<file path="src/rtl/bit_serializer_pkg.sv">
// Shared types and width helpers for the bit_serializer block.
`timescale 1ns/1ps
package bit_serializer_pkg;

  // FSM states; PAR is only reachable when parity is compiled in.
  typedef enum logic [1:0] {
    IDLE  = 2'd0,
    SHIFT = 2'd1,
    PAR   = 2'd2,
    GAP   = 2'd3
  } state_t;

  // Bit counter width: must hold WIDTH-1, never narrower than 1 bit.
  function automatic int cnt_width(input int width);
    int w;
    w = $clog2(width);
    return (w < 1) ? 1 : w;
  endfunction

  // Gap counter width: $clog2(IDLE_GAP+1), kept at least 1 bit so a
  // zero-gap build still has a legal (unused) register.
  function automatic int gap_width(input int gap);
    int w;
    w = $clog2(gap + 1);
    return (w < 1) ? 1 : w;
  endfunction

endpackage

</file>
<file path="src/rtl/bit_serializer.sv">
// Parallel-to-serial streamer, MSB first, one bit per clock, feeding a
// 1010 sequence detector. Optional even-parity bit per frame is compiled
// in with the BIT_SERIALIZER_PARITY_EN macro; IDLE_GAP inserts idle
// cycles after each frame.
`timescale 1ns/1ps
module bit_serializer
  import bit_serializer_pkg::*;
#(
  parameter int WIDTH    = 8,
  parameter int IDLE_GAP = 0
) (
  input  logic             clk,
  input  logic             rst,
  input  logic [WIDTH-1:0] din,
  input  logic             din_valid,
  output logic             din_ready,
  output logic             sout,
  output logic             sout_valid,
  output logic             frame_done,
  output logic             busy
);

  localparam int CNT_W = cnt_width(WIDTH);
  localparam int GAP_W = gap_width(IDLE_GAP);
`ifdef BIT_SERIALIZER_PARITY_EN
  localparam bit PAR_EN = 1'b1;
`else
  localparam bit PAR_EN = 1'b0;
`endif

  state_t           state;
  // Holds the bits still to be sent, next one at the MSB. The accepted
  // word's MSB goes straight to sout, so the register is loaded pre-shifted.
  logic [WIDTH-1:0] sreg;
  logic [CNT_W-1:0] bit_cnt;
  logic [GAP_W-1:0] gap_cnt;
`ifdef BIT_SERIALIZER_PARITY_EN
  logic             par_bit;
`endif

  // Ready only in IDLE, and forced low while reset is held.
  assign din_ready = (state == IDLE) & ~rst;
  // Busy decodes straight from the state register.
  assign busy      = (state != IDLE);

  // Single FSM: state, datapath counters and registered serial outputs.
  always_ff @(posedge clk or posedge rst) begin
    if (rst) begin
      state      <= IDLE;
      sreg       <= '0;
      bit_cnt    <= '0;
      gap_cnt    <= '0;
      sout       <= 1'b0;
      sout_valid <= 1'b0;
      frame_done <= 1'b0;
`ifdef BIT_SERIALIZER_PARITY_EN
      par_bit    <= 1'b0;
`endif
    end else begin
      case (state)
        IDLE: begin
          sout       <= 1'b0;
          sout_valid <= 1'b0;
          frame_done <= 1'b0;
          // din_ready is high whenever we are here and out of reset.
          if (din_valid) begin
            state      <= SHIFT;
            sreg       <= {din[WIDTH-2:0], 1'b0};
            bit_cnt    <= CNT_W'(WIDTH - 1);
            sout       <= din[WIDTH-1];
            sout_valid <= 1'b1;
`ifdef BIT_SERIALIZER_PARITY_EN
            par_bit    <= ^din;
`endif
          end
        end

        SHIFT: begin
          if (bit_cnt != '0) begin
            // Present the next bit; it is the LSB when the count hits 1.
            sout       <= sreg[WIDTH-1];
            sreg       <= {sreg[WIDTH-2:0], 1'b0};
            bit_cnt    <= bit_cnt - 1'b1;
            sout_valid <= 1'b1;
            frame_done <= !PAR_EN && (bit_cnt == CNT_W'(1));
          end else begin
`ifdef BIT_SERIALIZER_PARITY_EN
            // LSB just went out; the parity bit closes the frame.
            state      <= PAR;
            sout       <= par_bit;
            sout_valid <= 1'b1;
            frame_done <= 1'b1;
`else
            // LSB just went out; frame over, go idle or into the gap.
            sout       <= 1'b0;
            sout_valid <= 1'b0;
            frame_done <= 1'b0;
            if (IDLE_GAP > 0) begin
              state   <= GAP;
              gap_cnt <= GAP_W'(IDLE_GAP - 1);
            end else begin
              state   <= IDLE;
            end
`endif
          end
        end

`ifdef BIT_SERIALIZER_PARITY_EN
        PAR: begin
          // Parity bit just went out; same exit rule as SHIFT.
          sout       <= 1'b0;
          sout_valid <= 1'b0;
          frame_done <= 1'b0;
          if (IDLE_GAP > 0) begin
            state   <= GAP;
            gap_cnt <= GAP_W'(IDLE_GAP - 1);
          end else begin
            state   <= IDLE;
          end
        end
`endif

        GAP: begin
          // Line held at 0 for IDLE_GAP cycles.
          sout       <= 1'b0;
          sout_valid <= 1'b0;
          frame_done <= 1'b0;
          if (gap_cnt == '0) state   <= IDLE;
          else               gap_cnt <= gap_cnt - 1'b1;
        end

        default: begin
          state      <= IDLE;
          sout       <= 1'b0;
          sout_valid <= 1'b0;
          frame_done <= 1'b0;
        end
      endcase
    end
  end

endmodule
</file>
<file path="config.mk">
export PLATFORM = sky130hd
export DESIGN_NAME = bit_serializer
export DESIGN_NICKNAME = d
export VERILOG_FILES = /design/src/rtl/bit_serializer_pkg.sv /design/src/rtl/bit_serializer.sv
export SDC_FILE = /design/constraint.sdc
export NUM_CORES = 1
export LEC_CHECK = 0
export ABC_AREA = 0
export CAP_MARGIN = 0
export CORE_ASPECT_RATIO = 0.8
export CORE_MARGIN = 5
export CORE_UTILIZATION = 43
export DETAILED_ROUTE_END_ITERATION = 12
export PLACE_DENSITY = 0.75
export SLEW_MARGIN = 10
export SYNTH_ARGS = -nofsm -noshare
export SYNTH_HDL_FRONTEND = slang
export SYNTH_SLANG_ARGS = --single-unit
export TNS_END_PERCENT = 30
</file>
<file path="constraint.sdc">
create_clock -name clk -period 1.45 [get_ports clk]
set_input_delay 0.145 -clock clk [delete_from_list [all_inputs] [get_ports clk]]
set_output_delay 0.145 -clock clk [all_outputs]
set_load 0.02 [all_outputs]
</file>
# After elaboration in Yosys (flattened, before gate mapping)
# Index checks and enable logic that the tools add are counted.
# word_totals
regBits,17
latchBits,0
mem_bits_rw,0
romBits,0
in_bits,11
elab_cells,43
mem_count,0
# op_classes
n_addsub,2
n_mul,0
n_div,0
order_cmp,0
eq_ne,7
shift,0
n_mux,19
bitwise,2
n_reduce_logical,6
# op_table
operator,count
two-way mux 8 bit,2
case mux 8 bit (2 select lines),1
!= test 2 bit (second input constant),4
two-way mux 1 bit,7
two-way mux 2 bit,3
two-way mux 3 bit,2
case mux 2 bit (3 select lines),1
case mux 3 bit (2 select lines),1
AND reduction 3 bit,2
case mux 1 bit (2 select lines),2
nonzero test 2 bit,2
equality test 3 x 1 -> 1 bit (second input constant),1
nonzero test 3 bit,1
subtractor 3 x 1 -> 3 bit (second input constant),1
equality test 2 x 1 -> 1 bit (second input constant),1
equality test 2 bit (second input constant),1
zero test 2 bit,1
AND 1 bit,1
inverter 1 bit,1
subtractor 1 bit (second input constant),1

# Longest topological paths before layout
# logic_depth
ltp_word,3
mapped_depth,6
mapped_depth_nobuf,5

# Worst setup path before layout
# Ideal clock, no wire load.
# synth_path
path_kind,reg-to-reg
from,reg bit_cnt[0]
to,reg bit_cnt[0]
t_arrival_ps,1345
required_ps,1325
setup_slack_ps,-20
stages_incl_launch_ff,7
n_path_buf,1
period_less_slack_ps,1470
path_cell_list,dfrtp_1 inv_1 ha_1 nand2b_4 buf_6 a21o_4 mux2_4
# synth_between
elab_chain_cells,3
word_cells_on_any_way,6
# synth_lines
item,line_no,rtl
start: declaration,bit_serializer.sv:35,logic [CNT_W-1:0] bit_cnt;
start signal: assignment,bit_serializer.sv:69,bit_cnt <= CNT_W'(WIDTH - 1);
start signal: assignment,bit_serializer.sv:83,bit_cnt <= bit_cnt - 1'b1;
subtractor 3 x 1 -> 3 bit / nonzero test 3 bit (equally long branches),"bit_serializer.sv:83, bit_serializer.sv:79",
two-way mux 3 bit / != test 2 bit (equally long branches),-,
case mux 3 bit (2 select lines) / AND reduction 3 bit (equally long branches),-,
# Parallel ways exist; a longest one is shown, timed or not. The select of a mux whose other input is x is not followed.
# A chain may end at the register's enable or synchronous reset.

# Final worst setup path
# layout_path
from,reg bit_cnt[1]
to,reg bit_cnt[0]
# layout_between
elab_chain_cells,3
# layout_lines
item,line_no,rtl
nonzero test 3 bit,bit_serializer.sv:79,if (bit_cnt != '0) begin
!= test 2 bit (no source line),-,
AND reduction 3 bit (no source line),-,
# No other way between the ends.

==> flow_metrics.env <==
export IMPL_outcome="complete, no violations"
export IMPL_clk_pin_slew_ns=0.08
export IMPL_final_nets=105
export IMPL_cts_buffers=3
export IMPL_yosysWarnings=0
export IMPL_dp_hpwl_mm=1.061
export IMPL_coreArea_mm2=0.001627
export IMPL_grt_pass1_wl_mm=2.663
export IMPL_ys_types=28
export IMPL_fin_crit_sh_pct=94.15
export IMPL_finalClockSkew_ns=0.002540
export IMPL_overflow=0
export IMPL_worstSetupPathType="flop to flop"
export IMPL_slew_headroom_pct=64.77
export IMPL_crit_required_ns=1.62
export IMPL_p_leak_nw=0.4319
export IMPL_worstSkewPairLatency_ns=0.28
export IMPL_setup_viol=0
export IMPL_holdBufCountCts=0
export IMPL_worst_setup_path_start_kind="flop"
export IMPL_cp_max_fo=6
export IMPL_synthFlopType="dfrtp_1"
export IMPL_wl_mm=1.427
export IMPL_drv_cap=0
export IMPL_irDropWorstVdd_uv=1372
export IMPL_cts_resized=2
export IMPL_synthCells=69
export IMPL_root_buffer="clkbuf_4"
export IMPL_drt_iter0_drc=12
export IMPL_synth_area_leader_cell="dfrtp_1"
export IMPL_vias_per_cell=5.125
export IMPL_synthDominantCellAreaShare_pct=47.95
export IMPL_ys_seq_elements=14
export IMPL_grt_max_degree=15
export IMPL_netlist_area_um2=730.7
export IMPL_cts_setup_buffers=0
export IMPL_power_density_mw_per_mm2=1968
export IMPL_diodes=0
export IMPL_via_count=574
export IMPL_worstMarginPinSlew_ns=0.5279
export IMPL_first_global_vias=586
export IMPL_dr_pass1_iters=4
export IMPL_worstReg2RegStart="bit_cnt[1]"
export IMPL_antenna_found_initial=0
export IMPL_boundaryPins=16
export IMPL_ys_top_cells_by_area="dfrtp_1 48%, ha_1 5.1%, nand2_1 4.6%, a31oi_1 4.3%, a211oi_1 3.1%"
export IMPL_dieArea_mm2=0.002629
export IMPL_end_kind="flop"
export IMPL_routedWlPerCell_um=12.74
export IMPL_syn_avg_cell_area_um2=10.59
export IMPL_cts_tree="built"
export IMPL_drc=0
export IMPL_fillers=145
export IMPL_die_y_um=46.87
export IMPL_start_util_pct=44.92
export IMPL_gp_congestion=0.7589
export IMPL_final_hold_violation_count=0
export IMPL_h_tree_depth=1
export IMPL_setup_tns_final_ns=0
export IMPL_crit_start="bit_cnt[1]"
export IMPL_clock_fmax_mhz=732.5
export IMPL_min_period_ns=1.365
export IMPL_yosys_top_cells_count="14 x dfrtp_1, 9 x nand2_1, 5 x a31oi_1, 5 x inv_1"
export IMPL_yosysMostFrequentCell="dfrtp_1"
export IMPL_ant_nets=0
export IMPL_yosysSeqAreaShare_pct=47.95
export IMPL_syn_nets=83
export IMPL_arrival_ns=1.53
export IMPL_holdWs_ns=0.2388
export IMPL_layout_drive_gt1_share_pct=22.22
export IMPL_rows=13
export IMPL_port_buffers=15
export IMPL_area_growth_pct=31.85
export IMPL_die_w_um=56.09
export IMPL_grt_usage_pct=13.58
export IMPL_async_flop_share_pct=100.0
export IMPL_clockBufferDepth=2
export IMPL_worst_hold_path_type="primary input to asynchronous set/reset pin"
export IMPL_synth_edf_count=0
export IMPL_clock_sinks=14
export IMPL_rsz0062_at_grt="no"
export IMPL_maxSlewViolCount=0
-- worst paths after layout --
kind,end,slack (ns),cells past startpoint
min in group clk,sout,0.42,3
min,frame_done,0.24,2
max,bit_cnt[0],0.08,5
max reg2reg,bit_cnt[0],0.08,5
min reg2reg,bit_cnt[1],0.50,1
max in group asynchronous,state[0],0.83,2
-- cell families after synthesis --
group | synth area share (%)
muxes | 3.424
buffers and inverters | 6.335
AOI/OAI and AO/OA | 18.32
DFF | 47.95
and+or+nand+nor | 18.83
adders and majority gates | 5.138
-- sequential cells by signal (all words and copies together) (netlist names) --
register / flops
sout: 1
sreg: 7
sout_valid: 1
bit_cnt: 3
state: 1
frame_done: 1
-- layout by cell type, fill, tap and decap left out, types with 2 or more instances in the layout --
cell	netlist	routed
nand3_1	3	3
dfrtp_1	14	13
nor2b_1	3	3
o21ai_0	2	2
a31oi_1	5	5
clkdlybuf4s50_1	0	13
clkbuf_4	0	3
buf_4	1	6
nor3b_1	2	2
ha_1	3	2
dlygate4sd2_1	0	2
a211oi_1	3	3
nand2_1	9	9
o21a_1	3	3
inv_1	5	5
-- final cells by class --
type	instances	area (um^2)	share of cell area, %
Multi-Input combinational cell	46	336.6	34.94
Timing Repair Buffer	21	192.7	20.00
Tap cell	22	27.53	2.857
Inverter	5	18.77	1.948
Clock buffer	4	36.28	3.766
Sequential cell	14	351.6	36.49
-- routing by layer --
metal	global-route usage (%)	routed length (um)
met5	0	0
met3	6.593	114
met1	15.79	664
met4	4.265	8
met2	22.84	640
-- per-stage QoR --
| step | cells | total power, mW | instance area [um^2] | setup WS, ns | util (%) |
|---|---|---|---|---|---|
| detailed placement | 108 | 1.639 | 928.4 | 0.02503 | 57.08 |
| finish | 112 | 1.896 | 963.4 | 0.08489 | 59.23 |
| floorplan | 69 | 1.330 | 733.2 | 0.0008480 | - |
| global placement | 108 | 1.619 | 928.4 | 0.05468 | 57.08 |
| CTS | 112 | 1.912 | 962.2 | 0.06148 | 59.15 |
| global route | 112 | 2.052 | 963.4 | 0.01746 | 59.23 |
-- worst max-delay path, cell delays in order (launching register included) --
cell      delay (ns)
dfrtp_1         0.38
inv_1           0.10
ha_2            0.23
nand2b_4        0.06
a21o_4          0.23
mux2_4          0.25
-- power breakdown --
part	total [mW]	switching, mW	internal [mW]
Combinational	0.927	0.429	0.498
Sequential	0.694	0.119	0.575
Clock	0.275	0.122	0.153
Power figures use the tool's default switching activity.
